**config.mk**
```make
export PLATFORM = sky130hd
export DESIGN_NAME = alu_iterative_exec
export DESIGN_NICKNAME = d
export VERILOG_FILES = /design/src/rtl/alu_iterative_exec.sv
export SDC_FILE = /design/constraint.sdc
export NUM_CORES = 1
export LEC_CHECK = 0
export ABC_CLOCK_PERIOD_IN_PS = 4150
export CAP_MARGIN = 20
export CORE_MARGIN = 2
export CORE_UTILIZATION = 58
export CTS_CLUSTER_DIAMETER = 50
export DETAILED_ROUTE_END_ITERATION = 10
export PLACE_DENSITY_LB_ADDON = 0.08
export RECOVER_POWER = 50
export SYNTH_ARGS = -nofsm -noshare
export SYNTH_HDL_FRONTEND = slang
export SYNTH_SLANG_ARGS = --single-unit
```
**constraint.sdc**
```tcl
create_clock -name clk -period 4.15 [get_ports clk]
set_input_delay 0.6225 -clock clk [delete_from_list [all_inputs] [get_ports clk]]
set_output_delay 0.6225 -clock clk [all_outputs]
set_load 0.005 [all_outputs]
```
**src/rtl/alu_iterative_exec.sv**
```systemverilog
// alu_iterative_exec
// ------------------
// Execution-side ALU that consumes the 4-bit alu_op from ALU control decode.
// Logic ops, add/sub and branch compares finish in one cycle. SLL/SRL run
// through a 1-bit-per-cycle iterative shifter.
//
// Handshake (both sides, strict valid/ready):
//   A transfer happens on a rising clk edge where valid && ready are both 1.
//   Input side: in_ready is 1 only in IDLE. The requester holds in_valid and
//   its operands stable until in_ready is seen high. Operands are captured
//   only on the accept edge.
//   Output side: out_valid is 1 only in DONE. alu_result, alu_bcond and
//   alu_err stay stable until the edge where out_ready is 1.
//
// Ports:
//   clk, reset      rising-edge clock, synchronous active-high reset
//   in_valid        request present
//   in_ready        block can accept a request (IDLE)
//   alu_op          4-bit operation code; 4'b1111 and unlisted codes are errors
//   alu_in_1        operand A
//   alu_in_2        operand B; shift amount taken from [SHAMT_WIDTH-1:0]
//   out_valid       result available (DONE)
//   out_ready       consumer takes the result
//   alu_result      registered result
//   alu_bcond       registered branch-taken flag
//   alu_err         registered invalid-opcode flag
//   dbg_state       current FSM state (0=IDLE, 1=SHIFT, 2=DONE)
module alu_iterative_exec #(
  parameter int DATA_WIDTH  = 32,
  parameter int SHAMT_WIDTH = 5
) (
  input  logic                  clk,
  input  logic                  reset,
  input  logic                  in_valid,
  output logic                  in_ready,
  input  logic [3:0]            alu_op,
  input  logic [DATA_WIDTH-1:0] alu_in_1,
  input  logic [DATA_WIDTH-1:0] alu_in_2,
  output logic                  out_valid,
  input  logic                  out_ready,
  output logic [DATA_WIDTH-1:0] alu_result,
  output logic                  alu_bcond,
  output logic                  alu_err,
  output logic [1:0]            dbg_state
);

  // Opcode encodings (must match alu_opcodes.v).
  localparam logic [3:0] OP_ADD = 4'b0000;
  localparam logic [3:0] OP_SLL = 4'b0001;
  localparam logic [3:0] OP_XOR = 4'b0100;
  localparam logic [3:0] OP_SRL = 4'b0101;
  localparam logic [3:0] OP_OR  = 4'b0110;
  localparam logic [3:0] OP_AND = 4'b0111;
  localparam logic [3:0] OP_SUB = 4'b1000;
  localparam logic [3:0] OP_BEQ = 4'b1010;
  localparam logic [3:0] OP_BNE = 4'b1011;
  localparam logic [3:0] OP_BLT = 4'b1100;
  localparam logic [3:0] OP_BGE = 4'b1101;

  localparam logic [SHAMT_WIDTH-1:0] CNT_ONE  = {{(SHAMT_WIDTH-1){1'b0}}, 1'b1};
  localparam logic [SHAMT_WIDTH-1:0] CNT_ZERO = '0;

  typedef enum logic [1:0] {
    IDLE  = 2'd0,
    SHIFT = 2'd1,
    DONE  = 2'd2
  } state_t;

  state_t                  state_q, state_d;
  logic [DATA_WIDTH-1:0]   acc_q;
  logic [SHAMT_WIDTH-1:0]  cnt_q;
  logic                    shift_left_q;

  logic [SHAMT_WIDTH-1:0]  shamt;
  logic                    is_shift;
  logic                    start_shift;
  logic                    accept;
  logic [DATA_WIDTH-1:0]   single_res;
  logic                    single_bcond;
  logic                    single_err;
  logic [DATA_WIDTH-1:0]   acc_shifted;

  assign shamt       = alu_in_2[SHAMT_WIDTH-1:0];
  assign is_shift    = (alu_op == OP_SLL) || (alu_op == OP_SRL);
  // Shift by zero skips the SHIFT state and completes like a single-cycle op.
  assign start_shift = is_shift && (shamt != CNT_ZERO);
  assign accept      = (state_q == IDLE) && in_valid;
  assign acc_shifted = shift_left_q ? (acc_q << 1) : (acc_q >> 1);

  assign in_ready  = (state_q == IDLE);
  assign out_valid = (state_q == DONE);
  assign dbg_state = state_q;

  // Single-cycle result, evaluated on the live inputs at the accept edge.
  always_comb begin
    single_res   = '0;
    single_bcond = 1'b0;
    single_err   = 1'b0;
    case (alu_op)
      OP_ADD: single_res = alu_in_1 + alu_in_2;
      OP_SUB: single_res = alu_in_1 - alu_in_2;
      OP_XOR: single_res = alu_in_1 ^ alu_in_2;
      OP_OR:  single_res = alu_in_1 | alu_in_2;
      OP_AND: single_res = alu_in_1 & alu_in_2;
      OP_SLL,
      OP_SRL: single_res = alu_in_1;
      OP_BEQ: begin
        single_res   = alu_in_1 - alu_in_2;
        single_bcond = (alu_in_1 == alu_in_2);
      end
      OP_BNE: begin
        single_res   = alu_in_1 - alu_in_2;
        single_bcond = (alu_in_1 != alu_in_2);
      end
      OP_BLT: begin
        single_res   = alu_in_1 - alu_in_2;
        single_bcond = ($signed(alu_in_1) < $signed(alu_in_2));
      end
      OP_BGE: begin
        single_res   = alu_in_1 - alu_in_2;
        single_bcond = ($signed(alu_in_1) >= $signed(alu_in_2));
      end
      default: single_err = 1'b1;
    endcase
  end

  // Next-state logic.
  always_comb begin
    state_d = state_q;
    case (state_q)
      IDLE:    if (in_valid) state_d = start_shift ? SHIFT : DONE;
      SHIFT:   if (cnt_q == CNT_ONE) state_d = DONE;
      DONE:    if (out_ready) state_d = IDLE;
      default: state_d = IDLE;
    endcase
  end

  always_ff @(posedge clk) begin
    if (reset) state_q <= IDLE;
    else       state_q <= state_d;
  end

  // Datapath registers. Result registers change only on an accept edge or
  // on the final shift edge, so they are naturally held during DONE.
  always_ff @(posedge clk) begin
    if (reset) begin
      acc_q        <= '0;
      cnt_q        <= '0;
      shift_left_q <= 1'b0;
      alu_result   <= '0;
      alu_bcond    <= 1'b0;
      alu_err      <= 1'b0;
    end else begin
      if (accept) begin
        if (start_shift) begin
          acc_q        <= alu_in_1;
          cnt_q        <= shamt;
          shift_left_q <= (alu_op == OP_SLL);
        end else begin
          alu_result <= single_res;
          alu_bcond  <= single_bcond;
          alu_err    <= single_err;
        end
      end else if (state_q == SHIFT) begin
        acc_q <= acc_shifted;
        cnt_q <= cnt_q - CNT_ONE;
        if (cnt_q == CNT_ONE) begin
          alu_result <= acc_shifted;
          alu_bcond  <= 1'b0;
          alu_err    <= 1'b0;
        end
      end
    end
  end

endmodule
```
Word level (Yosys, flattened, before mapping):

Cells that the tools add are included.

* input bits: 72
* register bits after elaboration: 74
* logic and storage cells: 75
* output and inout bits: 38

* equality and inequality tests: 20
* muxes and demuxes: 25
* add/sub/neg operators: 3
* reductions and logical operators: 15
* bitwise logic cells: 3
* $lt $le $gt $ge: 2

Operator list (count)
* 32-bit two-way mux: 8
* 32-bit case mux with 6 select lines: 1
* 32-bit adder: 1
* 32-bit AND: 1
* 32-bit equality test: 1
* 32-bit >= comparator: 1
* 32-bit less-than comparator: 1
* 32-bit != test: 1
* 32-bit OR: 1
* 32-bit subtractor: 1
* 32-bit XOR: 1
* 4-bit equality test, second input constant: 5
* 4-bit by 3-bit equality test with 1-bit output, second input constant: 4
* 5-bit two-way mux: 3
* 11-bit OR reduction: 1
* 2-bit two-way mux: 4
* 2-bit != test, second input constant: 4
* 1-bit two-way mux: 7
* 2-bit case mux with 3 select lines: 1
* 3-bit AND reduction: 2
* 5-bit by 1-bit equality test with 1-bit output, second input constant: 1
* 5-bit nonzero test: 1
* 5-bit OR reduction: 1
* 5-bit by 1-bit subtractor with 5-bit output, second input constant: 1
* other kinds (12): 15

Depth between registers and ports, before layout:

Gate-level depths: netlist (run 1).

* word-level depth: 6
* depth in mapped cells: 12
* gate-level depth less buffers: 12

Worst setup path after synthesis (run 1):

OpenSTA, ideal clock, no wires.

* path type: input to register
* start: in alu_in_2[2]
* end: reg alu_result[29]
* arrival time: 3142 ps
* library setup time: 127 ps
* buffers on the path: 1
* stages on the path: 12
* data required time: 4023 ps
* path slack: 881 ps
* cells stage by stage: inv_1 ha_1 buf_2 o21ai_1 o31ai_1 nor4b_1 o211ai_1 a31o_2 o31ai_1 xnor2_1 nor3_1 or3_1

* word-level cells in the longest chain between the ends: 4
* elaborated cells between the ends (all ways): 9
* those cells by class: 2 x add/sub; 1 x eq/ne; 3 x mux; 3 x reduce/logical

RTL lines
* start, declared: line 38 `input logic [DATA_WIDTH-1:0] alu_in_2,`
* 32-bit subtractor, or another cell as far along
* 32-bit case mux with 6 select lines / 1-bit logical AND (equally long branches): line 99, 86
* 32-bit two-way mux / 2-bit != test (equally long branches)
* 32-bit two-way mux / 3-bit AND reduction (equally long branches)
* end signal, assigned: line 160 `alu_result <= single_res;`
* end signal, assigned: line 168 `alu_result <= acc_shifted;`
* end, declared: line 41 `output logic [DATA_WIDTH-1:0] alu_result,`

Parallel ways exist; a longest one is shown, timed or not. The select of a mux whose other input is x is not followed.
A chain may end at the register's enable or synchronous reset.

Worst setup path after layout (run 1):

* start: in alu_in_1[0]
* end: reg alu_result[20]

* word-level cells in the longest chain between the ends: 4
* elaborated cells between the ends (all ways): 5
* those cells by class: 2 x add/sub; 3 x mux

RTL lines
* start, declared: line 37 `input logic [DATA_WIDTH-1:0] alu_in_1,`
* 32-bit subtractor / 32-bit adder (equally long branches)
* 32-bit case mux with 6 select lines (*): line 99 `case (alu_op)`
* 32-bit two-way mux (*): line 155 `if (start_shift) begin`
* 32-bit two-way mux (*): line 154 `if (accept) begin`

Mark *: on every way between the ends. The rest lies on a longest branch, timed or not. The select of a mux whose other input is x is not followed.

==> flow_summary.json, run 1 <==
{
  "skew_ns": 0.01055,
  "rows": 45,
  "syn2layout_area_growth_pct": 21.41,
  "finalCritPeriodShare": 0.9338,
  "syn_avg_cell_area_um2": 6.953,
  "slew_headroom": 0.2292,
  "clk-insertion-delay-late_ns": 0.35,
  "rr_startpoint": "cnt_q[0]",
  "route.detailed.wl_per_inst_um": 20.41,
  "min_from": "alu_err",
  "syn_area_um2": 8949,
  "start_util": 0.5908,
  "antenna_found_initial": 0,
  "post_cts_buffers": 0,
  "ys_ff_latch": 74,
  "drtPass1Iterations": 6,
  "postRouteAntennaNets": 0,
  "portBuffers": 109,
  "setup-violations-final": 0,
  "path_cells": "clkdlybuf4s50_1 -> inv_1 -> ha_1 -> fa_1 -> o21bai_1 -> a2111oi_0 -> clkbuf_1 -> o211a_1 -> o31ai_1 -> a21o_1 -> a21oi_1 -> xnor2_1 -> a221oi_1 -> o22ai_1",
  "fp.dieH_um": 128.2,
  "power_density_nw_per_um2": 252.6,
  "rsz0062_at_grt": "false",
  "synth_cell_types": 74,
  "finalCriticalPeriod_ns": 3.875,
  "place_congestion": 1.031,
  "cts.repair.resized": 0,
  "status": "complete, no violations",
  "grt_pass1_vias": 9428,
  "netlist.area_leader.share": 0.1655,
  "worst-path-max-fanout": 3,
  "max_stage_delay_ns": 0.50,
  "final_cell_count_no_fill": 1588,
  "synth_edf_count": 0,
  "holdPathStages": 2,
  "ir_worst_vdd_v": 0.0002087,
  "critical-path-top-delay-family": "compound AO/OA/AOI/OAI gates",
  "wirelength_um": 32410,
  "multi_input_area_um2": 6758,
  "clockRootBuffer": "clkbuf_16",
  "dpl.hpwl_um": 24710,
  "syn_nets": 1471,
  "r2r_cells": 9,
  "cp.arrival_ns": 4.09,
  "drtIter0Drc": 1168,
  "synth_seq_area_share": 0.1655,
  "fill_cells": 1266,
  "hold_violations": 0,
  "path_class": "in2reg",
  "drv_slew": 0,
  "cts_buffer_depth": 2,
  "min_to": "alu_err",
  "route.detailed.drc": 0,
  "cts.clk_slew.worst_paths_ns": 0.07,
  "fp.dieArea_um2": 16440,
  "drive_above_1_share": 0.07857,
  "grt-ovfl-total": 0,
  "grt_pass1_wl_um": 50780,
  "syn_inst": 1287,
  "io_pins": 110,
  "hold_buffers": 0,
  "grt_usage": 0.3904,
  "worstMarginPinSlew_ns": 1.156,
  "htreeDepth": 3,
  "synthTopCellsByArea": "dfxtp_1 (17%), ha_1 (15%), a21oi_1 (9.5%)",
  "dp.cells": 1571,
  "fin_total_pwr_uw": 2745,
  "viasPerCell": 6.577,
  "cts_tree": "yes",
  "synth-warning-count": 0,
  "async_flop_share": 0,
  "seq_area_um2": 1483,
  "diodes": 0,
  "dieWidth_um": 128.2,
  "coreArea_um2": 15150,
  "cp_num_buf_inv": 3,
  "finalSetupTns_ns": 0,
  "synth_flop_cell": "dfxtp_1",
  "ff2ff_setup_slack_ns": 1.37,
  "drv_cap": 0,
  "clock-sinks": 74,
  "crit_required_ns": 4.37,
  "grt_max_degree": 77,
  "cts_buffers": 9,
  "total_leakage_power_uw": 0.004545,
  "endpoint_kind": "register",
  "dp_slack_ns": -0.1849,
  "crit_slowest_cell": "clkdlybuf4s50_1",
  "nets": 1579,
  "start_kind": "input port",
  "vias": 10440,
  "fmax_ghz": 0.2581,
  "worst_slack_ns": 0.2749,
  "yosysTopAreaCell": "dfxtp_1",
  "hold_path.class": "reg2reg",
  "reg2reg_to": "alu_result[31]"
}
-- layout by cell type (no fill, tap or decap), drive strengths merged, types with 15 or more instances in the layout --
| master | netlist | routed |
|---|---|---|
| a211oi | 26 | 26 |
| a21oi | 170 | 170 |
| a221oi | 32 | 32 |
| buf | 14 | 73 |
| clkdlybuf4s50 | 0 | 69 |
| dfxtp | 74 | 74 |
| dlygate4sd3 | 0 | 39 |
| ha | 110 | 110 |
| inv | 108 | 109 |
| mux2i | 38 | 38 |
| nand2 | 78 | 78 |
| nand3 | 23 | 23 |
| nor2 | 174 | 174 |
| nor3 | 40 | 40 |
| nor4 | 17 | 17 |
| o211ai | 19 | 19 |
| o21ai | 69 | 69 |
| o22ai | 15 | 15 |
-- Yosys cell counts, types with 3 or more instances --
library cell / count
o211a_1: 3
a22oi_1: 12
buf_2: 3
o31ai_1: 13
nand2b_1: 11
a31oi_1: 11
a21oi_1: 169
o21bai_1: 7
a2111oi_0: 10
xnor2_1: 14
ha_1: 110
a211o_1: 5
clkbuf_1: 73
nor2b_1: 7
buf_1: 11
o21a_1: 6
or3_1: 14
nor3_1: 40
a221oi_1: 30
o211ai_1: 19
a211oi_1: 26
o21ai_1: 5
and3_1: 3
nand3_1: 23
nand4_1: 7
nor2_1: 174
dfxtp_1: 74
o21ai_0: 64
o311ai_0: 3
o221a_2: 4
and2_1: 7
o221ai_1: 6
a311oi_1: 5
nand2_1: 78
o2bb2ai_1: 3
o31a_1: 8
inv_1: 107
mux2i_1: 38
a221o_1: 5
o22ai_1: 15
nor4_1: 16
a21o_1: 9
-- worst min-delay path: cells and delay by family (launching register included) --
kind,cells,cell delay [ns]
flops,1,0.31
compound gates,1,0.05
simple gates,1,0.05
-- sequential cells by signal, summed over array words and instances, names as in the netlist --
signal,flops
acc_q,32
dbg_state,2
alu_err,1
shift_left_q,1
alu_result,32
alu_bcond,1
cnt_q,5
-- power by group --
part / switching, µW / internal, µW / total [µW] / leakage [µW]
clock network: 362 / 468 / 830 / 0.000135
registers: 25.5 / 743 / 768 / 0.000601
logic: 685 / 462 / 1150 / 0.00381
-- cell families after synthesis --
kind of cell | share of synthesized area
AO/OA/AOI/OAI | 0.3350
XOR/XNOR | 0.01468
adder cells (fa/ha/maj) | 0.1583
buffers and inverters | 0.08221
flip-flops | 0.1655
multiplexers | 0.04376
AND/OR/NAND/NOR | 0.2005
-- metrics by stage --
stage,utilization,area [µm²],hold WS (ns)
after CTS,0.7177,10870,0.4562
after floorplan,-,8949,0.4410
after global placement,0.6982,10580,0.4423
after detailed placement,0.6982,10580,0.4464
final,0.7173,10860,0.4517
after global routing,0.7173,10860,0.4664
-- cell type report --
class                   instances  share of cell area
inverters                     108             0.03731
flip-flops and latches         74              0.1365
well taps                     188             0.02165
repair buffers                184              0.1554
clock buffers                  10             0.02108
clock inverters                 6            0.006104
multi-input cells            1018              0.6220
-- how the worst max path moves through the flow --
stage / to / depth (start not counted) / startpoint
floorplan: alu_result[29] / 12 / alu_in_2[2]
global placement: alu_result[20] / 13 / alu_in_1[0]
detailed placement: alu_result[28] / 12 / alu_in_2[0]
CTS: alu_result[10] / 12 / alu_in_2[0]
global route: alu_result[28] / 12 / alu_in_1[13]
finish: alu_result[20] / 14 / alu_in_1[0]
-- routing by layer --
layer  part of all wire  GRT usage  vias to the layer above
met1               0.41     0.5186                     4830
li1                   -          -                     4879
met2               0.46     0.6292                      615
met4              0.042     0.1739                        0
met5                  0          0                        -
met3              0.091    0.05467                      120
Note: power is estimated with default switching activity, not from simulation.
==> run 2, diff against run 1 <==
--- a/config.mk
+++ b/config.mk
@@ -13,6 +13,7 @@
 export DETAILED_ROUTE_END_ITERATION = 10
 export PLACE_DENSITY_LB_ADDON = 0.08
 export RECOVER_POWER = 50
+export SLEW_MARGIN = 20
 export SYNTH_ARGS = -nofsm -noshare
 export SYNTH_HDL_FRONTEND = slang
 export SYNTH_SLANG_ARGS = --single-unit
==> run 2 against run 1 <==
  * Wire length grew 0.37%
  * Global-route usage is the same
  * Power grew 0.23%
  * Sequential power is essentially flat
  * Critical path depth shrank 1
  * Largest cell class unchanged
  * Via count grew 0.69%
  * Register-to-register slack is essentially flat
  * Setup slack gained 0.067 ns
  * Highest routed layer unchanged
  * Critical path type unchanged
==> flow_summary.json, run 2 (same netlist as run 1, synthesis figures left out) <==
{
  "status": "complete, no violations",
  "power_density_nw_per_um2": 253.3,
  "fill_cells": 1267,
  "rows": 45,
  "highest_layer": "met4",
  "drtPass1Iterations": 5,
  "crit_required_ns": 4.42,
  "drive_above_1_share": 0.07863,
  "total_leakage_power_uw": 0.004544,
  "r2r_cells": 9,
  "diodes": 0,
  "final_common_cell": "nor2_1",
  "drv_cap": 0,
  "nets": 1578,
  "syn2layout_area_growth_pct": 21.38,
  "cts_buffer_depth": 2,
  "slew_headroom": 0.2306,
  "worstMarginPinSlew_ns": 1.154,
  "grt_usage": 0.3904,
  "layout_common_cells": "nor2_1 (173), a21oi_1 (168), ha_1 (110)",
  "path_class": "in2reg",
  "finalSetupTns_ns": 0,
  "top_regs": "acc_q: 32 flops, alu_result: 32 flops, cnt_q: 5 flops",
  "min_to": "alu_err",
  "drv_slew": 0,
  "start_util": 0.5908,
  "dpl_cell_area_um2": 10580,
  "wirelength_um": 32530,
  "hold_buffers": 0,
  "finalCriticalPeriod_ns": 3.809,
  "coreArea_um2": 15150,
  "antenna_found_initial": 0,
  "cts.repair.resized": 0,
  "post_cts_buffers": 0,
  "min_from": "alu_err",
  "fmax_ghz": 0.2626,
  "route.detailed.wl_per_inst_um": 20.50,
  "fp.dieArea_um2": 16440,
  "drtIter0Drc": 1230,
  "stdcell_area_um2": 10860,
  "setup-violations-final": 0,
  "ir_worst_vdd_v": 0.0002095,
  "place_congestion": 1.031,
  "hold_violations": 0,
  "wl_met3_um": 2733,
  "ff2ff_setup_slack_ns": 1.36,
  "dpl.hpwl_um": 24710,
  "grt-ovfl-total": 0,
  "holdPathStages": 2,
  "routedLengthMet1_um": 13620,
  "reg2reg_to": "alu_result[31]",
  "multi_input_area_um2": 6759,
  "fp.dieH_um": 128.2,
  "cp.arrival_ns": 4.08,
  "clockRootBuffer": "clkbuf_16",
  "worst-path-max-fanout": 9,
  "cts_tree": "yes",
  "io_pins": 110,
  "rsz0062_at_grt": "false",
  "seq_area_um2": 1483,
  "endpoint_kind": "register",
  "viasPerCell": 6.626,
  "clock-sinks": 74,
  "htreeDepth": 3,
  "rr_startpoint": "cnt_q[0]",
  "route.detailed.drc": 0,
  "postRouteAntennaNets": 0,
  "cts.clk_slew.worst_paths_ns": 0.07,
  "finalCritPeriodShare": 0.9177,
  "grt_pass1_wl_um": 50780,
  "start_kind": "input port",
  "clk-insertion-delay-late_ns": 0.36,
  "wl_met2_um": 14800,
  "portBuffers": 109,
  "grt_pass1_vias": 9428,
  "skew_ns": 0.01130,
  "grt_max_degree": 77,
  "cts_buffers": 9,
  "hold_path.class": "reg2reg",
  "vias": 10520,
  "dieWidth_um": 128.2
}
## run 2: changes by cell type in the layout (fill, tap and decap cells not counted)
| cell | delta |
|---|---|
| a2111oi_0 | -1 |
| a2111oi_1 | +1 |
| clkbuf_1 | -1 |
## run 2: routing by layer
layer	GRT usage	vias to the layer above
met5	0	-
met4	0.1739	0
met3	0.05467	109
met2	0.6292	609
met1	0.5186	4917
li1	-	4881
## run 2: final cells by class
cell class / count / area share
multi-input cells: 1018 / 0.6223
repair buffers: 183 / 0.1551
flip-flops and latches: 74 / 0.1365
inverters: 108 / 0.03732
well taps: 188 / 0.02166
clock buffers: 10 / 0.02108
clock inverters: 6 / 0.006105
## run 2: worst max-delay path by stage
| stage | startpoint | end | slack (ns) |
|---|---|---|---|
| finish | alu_in_2[9] | alu_result[28] | 0.34 |
| global route | alu_in_2[0] | alu_result[10] | 0.04 |
| CTS | alu_in_2[0] | alu_result[10] | 0.20 |
| detailed placement | alu_in_2[0] | alu_result[28] | -0.18 |
| global placement | alu_in_1[0] | alu_result[20] | 0.12 |
| floorplan | alu_in_2[2] | alu_result[29] | 0.88 |
## run 2: metrics by stage
stage | hold WS [ns] | power [µW] | setup slack, ns | cells | utilization
6_report | 0.4519 | 2751 | 0.3414 | 1587 | 0.7171
2_1_floorplan | 0.4410 | 1463 | 0.8808 | 1287 | -
3_5_place_dp | 0.4464 | 1906 | -0.1849 | 1571 | 0.6982
5_1_grt | 0.4664 | 2877 | 0.03648 | 1587 | 0.7171
4_1_cts | 0.4562 | 2731 | 0.1980 | 1587 | 0.7177
3_3_place_gp | 0.4423 | 1895 | 0.1242 | 1571 | 0.6982
## run 2: worst max-delay path, cell delays in order
cell and delay [ns]:
clkdlybuf4s50_1 0.52, inv_1 0.08, ha_1 0.46, inv_2 0.14
a2111oi_0 0.66, buf_4 0.23, o211a_1 0.16, o31a_1 0.18
o21ai_1 0.08, a211oi_1 0.32, a2111oi_0 0.13, a211o_1 0.29
a211oi_1 0.21
## run 2: power by group
group	switching, µW	internal, µW
combinational	688	462
clock	365	468
sequential	25.7	742
total	1080	1670
